$ cat src/rtl/instr_mem_loader.sv
// Streams instruction words into a single-port memory from address 0, then reads the
// whole memory back through the same port and compares a modulo checksum.
module instr_mem_loader #(
    parameter int DATA_W = 16,
    parameter int ADDR_W = 7,
    parameter int DEPTH  = 128
) (
    input  logic              Clk,
    input  logic              Reset,
    input  logic              Start,
    input  logic              InValid,
    input  logic [DATA_W-1:0] InData,
    output logic              InReady,
    output logic [ADDR_W-1:0] MemAddr,
    output logic [DATA_W-1:0] MemWrData,
    output logic              MemWrEn,
    input  logic [DATA_W-1:0] MemRdData,
    output logic              Busy,
    output logic              Done,
    output logic              Error,
    output logic [DATA_W-1:0] Checksum
);

    typedef enum logic [1:0] {
        S_IDLE,
        S_LOAD,
        S_VERIFY,
        S_DONE
    } state_e;

    localparam logic [ADDR_W-1:0] LAST_ADDR = ADDR_W'(DEPTH - 1);
    // The read counter needs one extra bit: VERIFY spans DEPTH+1 cycles (v0..vDEPTH).
    localparam logic [ADDR_W:0]   LAST_RD   = (ADDR_W + 1)'(DEPTH);

    state_e              state_q, state_d;
    logic [ADDR_W-1:0]   wr_cnt_q, wr_cnt_d;
    logic [ADDR_W:0]     rd_cnt_q, rd_cnt_d;
    logic [DATA_W-1:0]   checksum_q, checksum_d;
    logic [DATA_W-1:0]   rd_sum_q, rd_sum_d;
    logic                error_q, error_d;
    logic [DATA_W-1:0]   rd_sum_next;

    assign rd_sum_next = rd_sum_q + MemRdData;

    // NOTE: sequential state uses non-blocking assignments so every register samples
    // the pre-edge values computed by the combinational block.
    always_ff @(posedge Clk or posedge Reset) begin
        if (Reset) begin
            state_q    <= S_IDLE;
            wr_cnt_q   <= '0;
            rd_cnt_q   <= '0;
            checksum_q <= '0;
            rd_sum_q   <= '0;
            error_q    <= 1'b0;
        end else begin
            state_q    <= state_d;
            wr_cnt_q   <= wr_cnt_d;
            rd_cnt_q   <= rd_cnt_d;
            checksum_q <= checksum_d;
            rd_sum_q   <= rd_sum_d;
            error_q    <= error_d;
        end
    end

    // NOTE: every signal gets a default before the case so no path infers a latch.
    always_comb begin
        state_d    = state_q;
        wr_cnt_d   = wr_cnt_q;
        rd_cnt_d   = rd_cnt_q;
        checksum_d = checksum_q;
        rd_sum_d   = rd_sum_q;
        error_d    = error_q;
        InReady    = 1'b0;
        MemWrEn    = 1'b0;
        MemAddr    = '0;
        Busy       = 1'b0;
        Done       = 1'b0;

        unique case (state_q)
            S_IDLE, S_DONE: begin
                Done = (state_q == S_DONE);
                // Start wins over a simultaneous InValid: no word is taken this cycle.
                if (Start) begin
                    state_d    = S_LOAD;
                    wr_cnt_d   = '0;
                    rd_cnt_d   = '0;
                    checksum_d = '0;
                    rd_sum_d   = '0;
                    error_d    = 1'b0;
                end
            end

            S_LOAD: begin
                InReady = 1'b1;
                Busy    = 1'b1;
                MemAddr = wr_cnt_q;
                MemWrEn = InValid;
                if (InValid) begin
                    checksum_d = checksum_q + InData;
                    if (wr_cnt_q == LAST_ADDR) begin
                        state_d  = S_VERIFY;
                        rd_cnt_d = '0;
                    end else begin
                        wr_cnt_d = wr_cnt_q + 1'b1;
                    end
                end
            end

            S_VERIFY: begin
                Busy    = 1'b1;
                MemAddr = (rd_cnt_q < LAST_RD) ? rd_cnt_q[ADDR_W-1:0] : LAST_ADDR;
                // Read data lags the address by one cycle, so v0 has nothing to add.
                if (rd_cnt_q != '0) begin
                    rd_sum_d = rd_sum_next;
                end
                if (rd_cnt_q == LAST_RD) begin
                    state_d = S_DONE;
                    error_d = (rd_sum_next != checksum_q);
                end else begin
                    rd_cnt_d = rd_cnt_q + 1'b1;
                end
            end

            default: state_d = S_IDLE;
        endcase
    end

    assign MemWrData = InData;
    assign Error     = error_q;
    assign Checksum  = checksum_q;

endmodule

$ cat config.mk
export PLATFORM = sky130hd
export DESIGN_NAME = instr_mem_loader
export DESIGN_NICKNAME = d
export VERILOG_FILES = /design/src/rtl/instr_mem_loader.sv
export SDC_FILE = /design/constraint.sdc
export NUM_CORES = 1
export LEC_CHECK = 0
export CAP_MARGIN = 15
export CORE_ASPECT_RATIO = 1.1
export CORE_MARGIN = 4
export CORE_UTILIZATION = 40
export CTS_BUF_LIST = sky130_fd_sc_hd__clkbuf_8 sky130_fd_sc_hd__clkbuf_16
export CTS_CLUSTER_SIZE = 16
export DETAILED_ROUTE_END_ITERATION = 10
export PLACE_DENSITY = 0.69
export SLEW_MARGIN = 30
export SYNTH_ARGS = -nofsm -noshare
export SYNTH_HDL_FRONTEND = slang
export SYNTH_SLANG_ARGS = --single-unit
$ cat constraint.sdc
create_clock -name Clk -period 8.75 [get_ports Clk]
set_input_delay 1.75 -clock Clk [delete_from_list [all_inputs] [get_ports Clk]]
set_output_delay 1.75 -clock Clk [all_outputs]
set_load 0.02 [all_outputs]
* After elaboration in Yosys (flattened, before gate mapping)
Cells that the tools add are included.
Storage, ports and cells: register bits 50
Operators by class: add/sub/neg operators 4, order comparisons 1, equality and inequality tests 13, muxes and demuxes 28, reductions and logical operators 12
Operator list (number):
- $pmux 16 s2 | 2
- $mux 16 | 3
- $add 16x16->16 | 2
- $mux 8 | 4
- $mux 7 | 4
- $pmux 7 s2 | 2
- $pmux 8 s3 | 1
- $ne 16x16->1 | 1
- $ne 2x2->1 const B | 7
- $reduce_and 4->1 | 3
- $reduce_and 3->1 | 3
- $add 8x1->8 const B | 1
- $eq 8x8->1 const B | 1
- $lt 8x8->1 const B | 1
- $mux 2 | 4
- $reduce_bool 8->1 | 1
- $add 7x1->7 const B | 1
- $eq 7x7->1 const B | 1
- $mux 1 | 6
- $pmux 2 s3 | 1
- $eq 2x2->1 const B | 2
- $reduce_bool 2->1 | 2
- $reduce_or 2->1 | 2
- $eq 2x1->1 const B | 1
- other kinds (2) | 2

* Logic depth before layout (Yosys ltp)
word-level depth 4, gate-level depth with buffers 11, mapped depth without buffers 11

* Worst setup path before layout
OpenSTA, ideal clock, no wires.
path type input to register, start point input MemRdData[0], end point register error_q (netlist: Error), setup time 134 ps, data arrival time 4313 ps, slack 4302 ps, stages on the path 11, buffers on the path 0, cell sequence ha_1 > inv_1 > fa_1 > nand2b_1 > a21oi_1 > xor3_1 > a2111oi_0 > nand4_1 > or4_1 > a2111oi_2 > a21oi_1
On the way: longest elaborated chain between the ends 4
Ends and longest elaborated chain:
- start, declared | RTL line 17 | input logic [DATA_W-1:0] MemRdData,
- $add 16x16->16 | RTL line 43 | assign rd_sum_next = rd_sum_q + MemRdData;
- $ne 16x16->1 | RTL line 118 | error_d = (rd_sum_next != checksum_q);
- $mux 1 | RTL line 116 | if (rd_cnt_q == LAST_RD) begin
- $pmux 1 s2 | RTL line 79 | unique case (state_q)
- end signal, assigned | RTL line 61 | error_q <= error_d;
- end, declared | RTL line 40 | logic error_q, error_d;
No other way between the ends. The select of a mux whose other input is x is not followed. A chain may end at the register's enable or synchronous reset.

* Worst setup path after layout
start point input InValid, end point output MemWrEn
On the way: longest elaborated chain between the ends 1
Ends and longest elaborated chain:
- start, declared | RTL line 11 | input logic InValid,
- $mux 1 | RTL line 79
- end, declared | RTL line 16 | output logic MemWrEn,
No other way between the ends.

==> summary.md <==
The run finished with clean final reports. The total placed instance area was 5210 µm²; the post-layout minimum cycle time was 4.86 ns. In the final layout, the multi-input gates occupy 2870 µm². The fraction of final layout cells sized beyond drive strength 1 was 4.46%. In the routed design, unresolved DRC markers number 0. The post-CTS setup repair buffer count is 0, and the post-detailed-route via-to-cell ratio is 5.70. After layout, the worst path uses 55.6% of the clock period. Measured in cells, the most critical reg-to-reg path has a length of 11.

The run gives 11.5 mm as the final wirelength. The root buffer cell chosen for the clock tree is sky130_fd_sc_hd__clkbuf_16. The part of the Yosys area used for sequential elements is 28.1%. For the worst setup path, the data arrival time is 3.11 ns.

The floorplan step set the die width to 109 µm. After floorplanning, the core was divided into 40 placement rows. The maximum fanout count along the critical path was 5. For the hold violation total from the final report, the log shows 0. After filler insertion, the fill cell instance count of the layout stands at 1081. For the worst setup path, the data required time is 7.00 ns.

The post-route cell area is 5380 µm², and the post-synthesis async set-or-reset flop share is 100%. TritonCTS built the clock tree. Buffers inserted to repair hold after CTS numbered 0. STA classifies the critical path endpoint as an output port. The tools report the share of the core filled with cells as 49.3%.

No sink is reached through more buffers than the 2 on the longest clock path. The final weighted congestion in routability-driven placement was 0.877; the full die area was 12900 µm². Synthesis inferred 50 register bits.

The number of gates resized after CTS came out at 0. Static timing analysis puts the maximum clock frequency at 206 MHz. The count of cells along the worst hold path is 2. The logs give 18.2% for the total routing resource utilization after global routing and 2.35 nW for the leakage dissipation.

The per-cell routed wire length was 16.2 µm; the placed wire-length estimate after detailed placement was 8.64 mm. Measured along the y axis, the die boundary spans 119 µm. After clock tree synthesis, the clock-pin slew on the worst setup and hold paths is 0.07 ns. For this design the ratio of total power to cell area is 343 nW/µm².

The tools report the startpoint of the worst hold path as rd_sum_q[6]. For the worst-skew pair, the clock arrives at the later sink with an insertion delay of 0.30 ns. Entering global routing, the biggest net connects 51 pins. The synthesized netlist occupies a cell area of 4460 µm². The area of the core was 10900 µm²; the final total negative setup slack was 0 ns. For this run the aggregate overflow at the end of global routing stands at 0. The max-slew violation count was 0; the max-cap violation count was 0. The initial cell density of the core was 40.8%. Yosys attributes the largest share of cell area to sky130_fd_sc_hd__dfrtp_1, sky130_fd_sc_hd__ha_1, sky130_fd_sc_hd__xnor2_1. The tools report the count of TritonRoute iterations in the first routing pass as 6. For the Yosys warning count, the log shows 0.

Across the routed clock network, the largest skew measured is 0.0103 ns. Tracing the worst setup path back leads to its startpoint at InValid. Relative slew slack: 56.9%. 0 antenna diodes ended up in the layout.

The remaining antenna violation count after routing is 0. After technology mapping, the gate count stands at 510. Counting flops with a built-in enable in the synthesized netlist gives 0.

Hold timing on the final database bottoms out at a slack of 0.499 ns. The post-layout net count came out at 634. In this run, CTS created clock tree buffers numbering 5. Register area: 1250 µm². Clock tree synthesis found a total of 50 sinks. Setup violations remaining at the end of the flow were counted as 0. The worst register-to-register path begins at rd_sum_q[0]. The area fraction of the dominant cell type after synthesis came out at 28.1%.

At the pin with the least slew margin, the transition time is 0.646 ns. Setup repair after global routing left no endpoint under its margin. The number of violations reported at the end of detailed-routing iteration 0 was 218. The count of input and output buffers works out to 79. The design draws 0.00185 W. The worst min-delay path category is reg2reg. The commonest register cell after synthesis was sky130_fd_sc_hd__dfrtp_1. During I/O placement, the number of pins put on the boundary was 80. The H-tree generated during clock tree synthesis spans 2 levels.

The tools report the type of element launching the critical path as an input port. Most area-hungry cell type in the Yosys netlist: sky130_fd_sc_hd__dfrtp_1. The mean post-synth cell area is 8.74 µm², and the number of nets in the synthesized netlist is 585.

Across all layers, the routed design uses 4028 vias. In this run, distinct cell masters in the synthesized netlist total 72. The logs give 3981 for the via count of the first global-routing pass and 19.1 mm for the first-pass GRT wire length. The worst setup path is of the in2out kind. The initial antenna violation count was 0. The worst-case IR drop observed on VDD is 0.180 mV. The area growth from synthesis to layout is 20.7%.
[cell type report]
type | instances | share of cell area (%)
clock inverter | 3 | 0.768
multi-input combinational | 396 | 53.4
tap | 147 | 3.42
sequential | 50 | 23.3
clock buffer | 5 | 2.33
timing repair buffer | 82 | 15.1
inverter | 24 | 1.72
[state kept, by name, summed over array words and instances (netlist names)]
| register | cells |
|---|---|
| Checksum | 16 |
| wr_cnt_q | 7 |
| state_q | 2 |
| rd_cnt_q | 8 |
| rd_sum_q | 16 |
| Error | 1 |
[layout by cell type (no fill, tap or decap), drive strengths merged, types with 3 or more instances in the layout]
| cell | instances |
|---|---|
| xnor3 | 3 |
| ha | 37 |
| and3 | 5 |
| o31ai | 6 |
| o22ai | 3 |
| a2111oi | 4 |
| o211ai | 3 |
| xor2 | 15 |
| nand3 | 15 |
| nand2b | 6 |
| or3 | 8 |
| xnor2 | 22 |
| a311oi | 3 |
| nor4b | 5 |
| buf | 3 |
| a21oi | 31 |
| nor3 | 14 |
| a31oi | 3 |
| nand4 | 7 |
| and2 | 5 |
| o21ai | 26 |
| o21bai | 6 |
| o21a | 5 |
| a22o | 19 |
| nor2 | 40 |
| o41ai | 3 |
| dfrtp | 50 |
| a21o | 11 |
| nand2 | 41 |
| nor4 | 4 |
| a211oi | 9 |
| clkdlybuf4s50 | 79 |
| inv | 25 |
| clkbuf | 5 |
[through the flow]
step / cells / setup slack, ns
after floorplan: 510 / 4.30
after global placement: 699 / 3.65
after detailed placement: 699 / 3.57
after CTS: 707 / 3.87
after global routing: 707 / 3.69
final: 707 / 3.89
[kinds of logic (layout without fill, tap and decap cells)]
family | Yosys count | in the layout | synth area share (%)
simple gates | 161 | 161 | 18.2
flops | 50 | 50 | 28.1
xor+xnor | 42 | 42 | 9.86
fa+ha+maj | 39 | 39 | 11.3
compound gates | 151 | 151 | 24.4
buf+inv | 64 | 114 | 7.50
mux | 3 | 3 | 0.702
[path summary, 6_finish.rpt]
| kind | endpoint | slack (ns) |
|---|---|---|
| setup / recovery | MemWrEn | 3.89 |
| hold / removal | rd_sum_q[6] | 0.50 |
| setup reg to reg | Error | 5.45 |
| hold reg to reg | rd_sum_q[6] | 0.50 |
| max in group asynchronous | rd_cnt_q[1] | 6.41 |
| min in group asynchronous | rd_sum_q[12] | 1.90 |
[worst max-delay path: stages]
cell                              delay, ns
sky130_fd_sc_hd__clkdlybuf4s50_1       0.49
sky130_fd_sc_hd__nand2_1               0.14
sky130_fd_sc_hd__inv_1                 0.12
sky130_fd_sc_hd__clkdlybuf4s50_1       0.61
[power by group]
group / leakage (nW) / switching [W] / internal (W)
Combinational: 1.59 / 0.000685 / 0.000541
Clock: 0.0812 / 0.0000898 / 0.000134
Sequential: 0.676 / 0.0000918 / 0.000305
[routing by layer]
metal | track usage, % | wire [µm]
met4 | 5.05 | 174
met3 | 3.06 | 559
met5 | 0 | 0
met2 | 30.1 | 5530
met1 | 24.3 | 5200
[synth_stat cells, types with 4 or more instances]
library cell               count
sky130_fd_sc_hd__dfrtp_1      50
sky130_fd_sc_hd__nand2_1      41
sky130_fd_sc_hd__nor2_1       40
sky130_fd_sc_hd__ha_1         37
sky130_fd_sc_hd__a21oi_1      31
sky130_fd_sc_hd__inv_1        24
sky130_fd_sc_hd__o21ai_0      23
sky130_fd_sc_hd__xnor2_1      22
sky130_fd_sc_hd__a22o_1       19
sky130_fd_sc_hd__buf_4        16
sky130_fd_sc_hd__clkbuf_1     15
sky130_fd_sc_hd__nand3_1      15
sky130_fd_sc_hd__xor2_1       15
sky130_fd_sc_hd__nor3_1       14
sky130_fd_sc_hd__a21o_1       10
sky130_fd_sc_hd__a211oi_1      7
sky130_fd_sc_hd__nand4_1       7
sky130_fd_sc_hd__or3_1         7
sky130_fd_sc_hd__nand2b_1      6
sky130_fd_sc_hd__o21bai_1      6
sky130_fd_sc_hd__o31ai_1       6
sky130_fd_sc_hd__and3_1        5
sky130_fd_sc_hd__nor4b_1       5
sky130_fd_sc_hd__o21a_1        5
sky130_fd_sc_hd__buf_6         4
No activity file was read; power rests on OpenSTA's default activity.
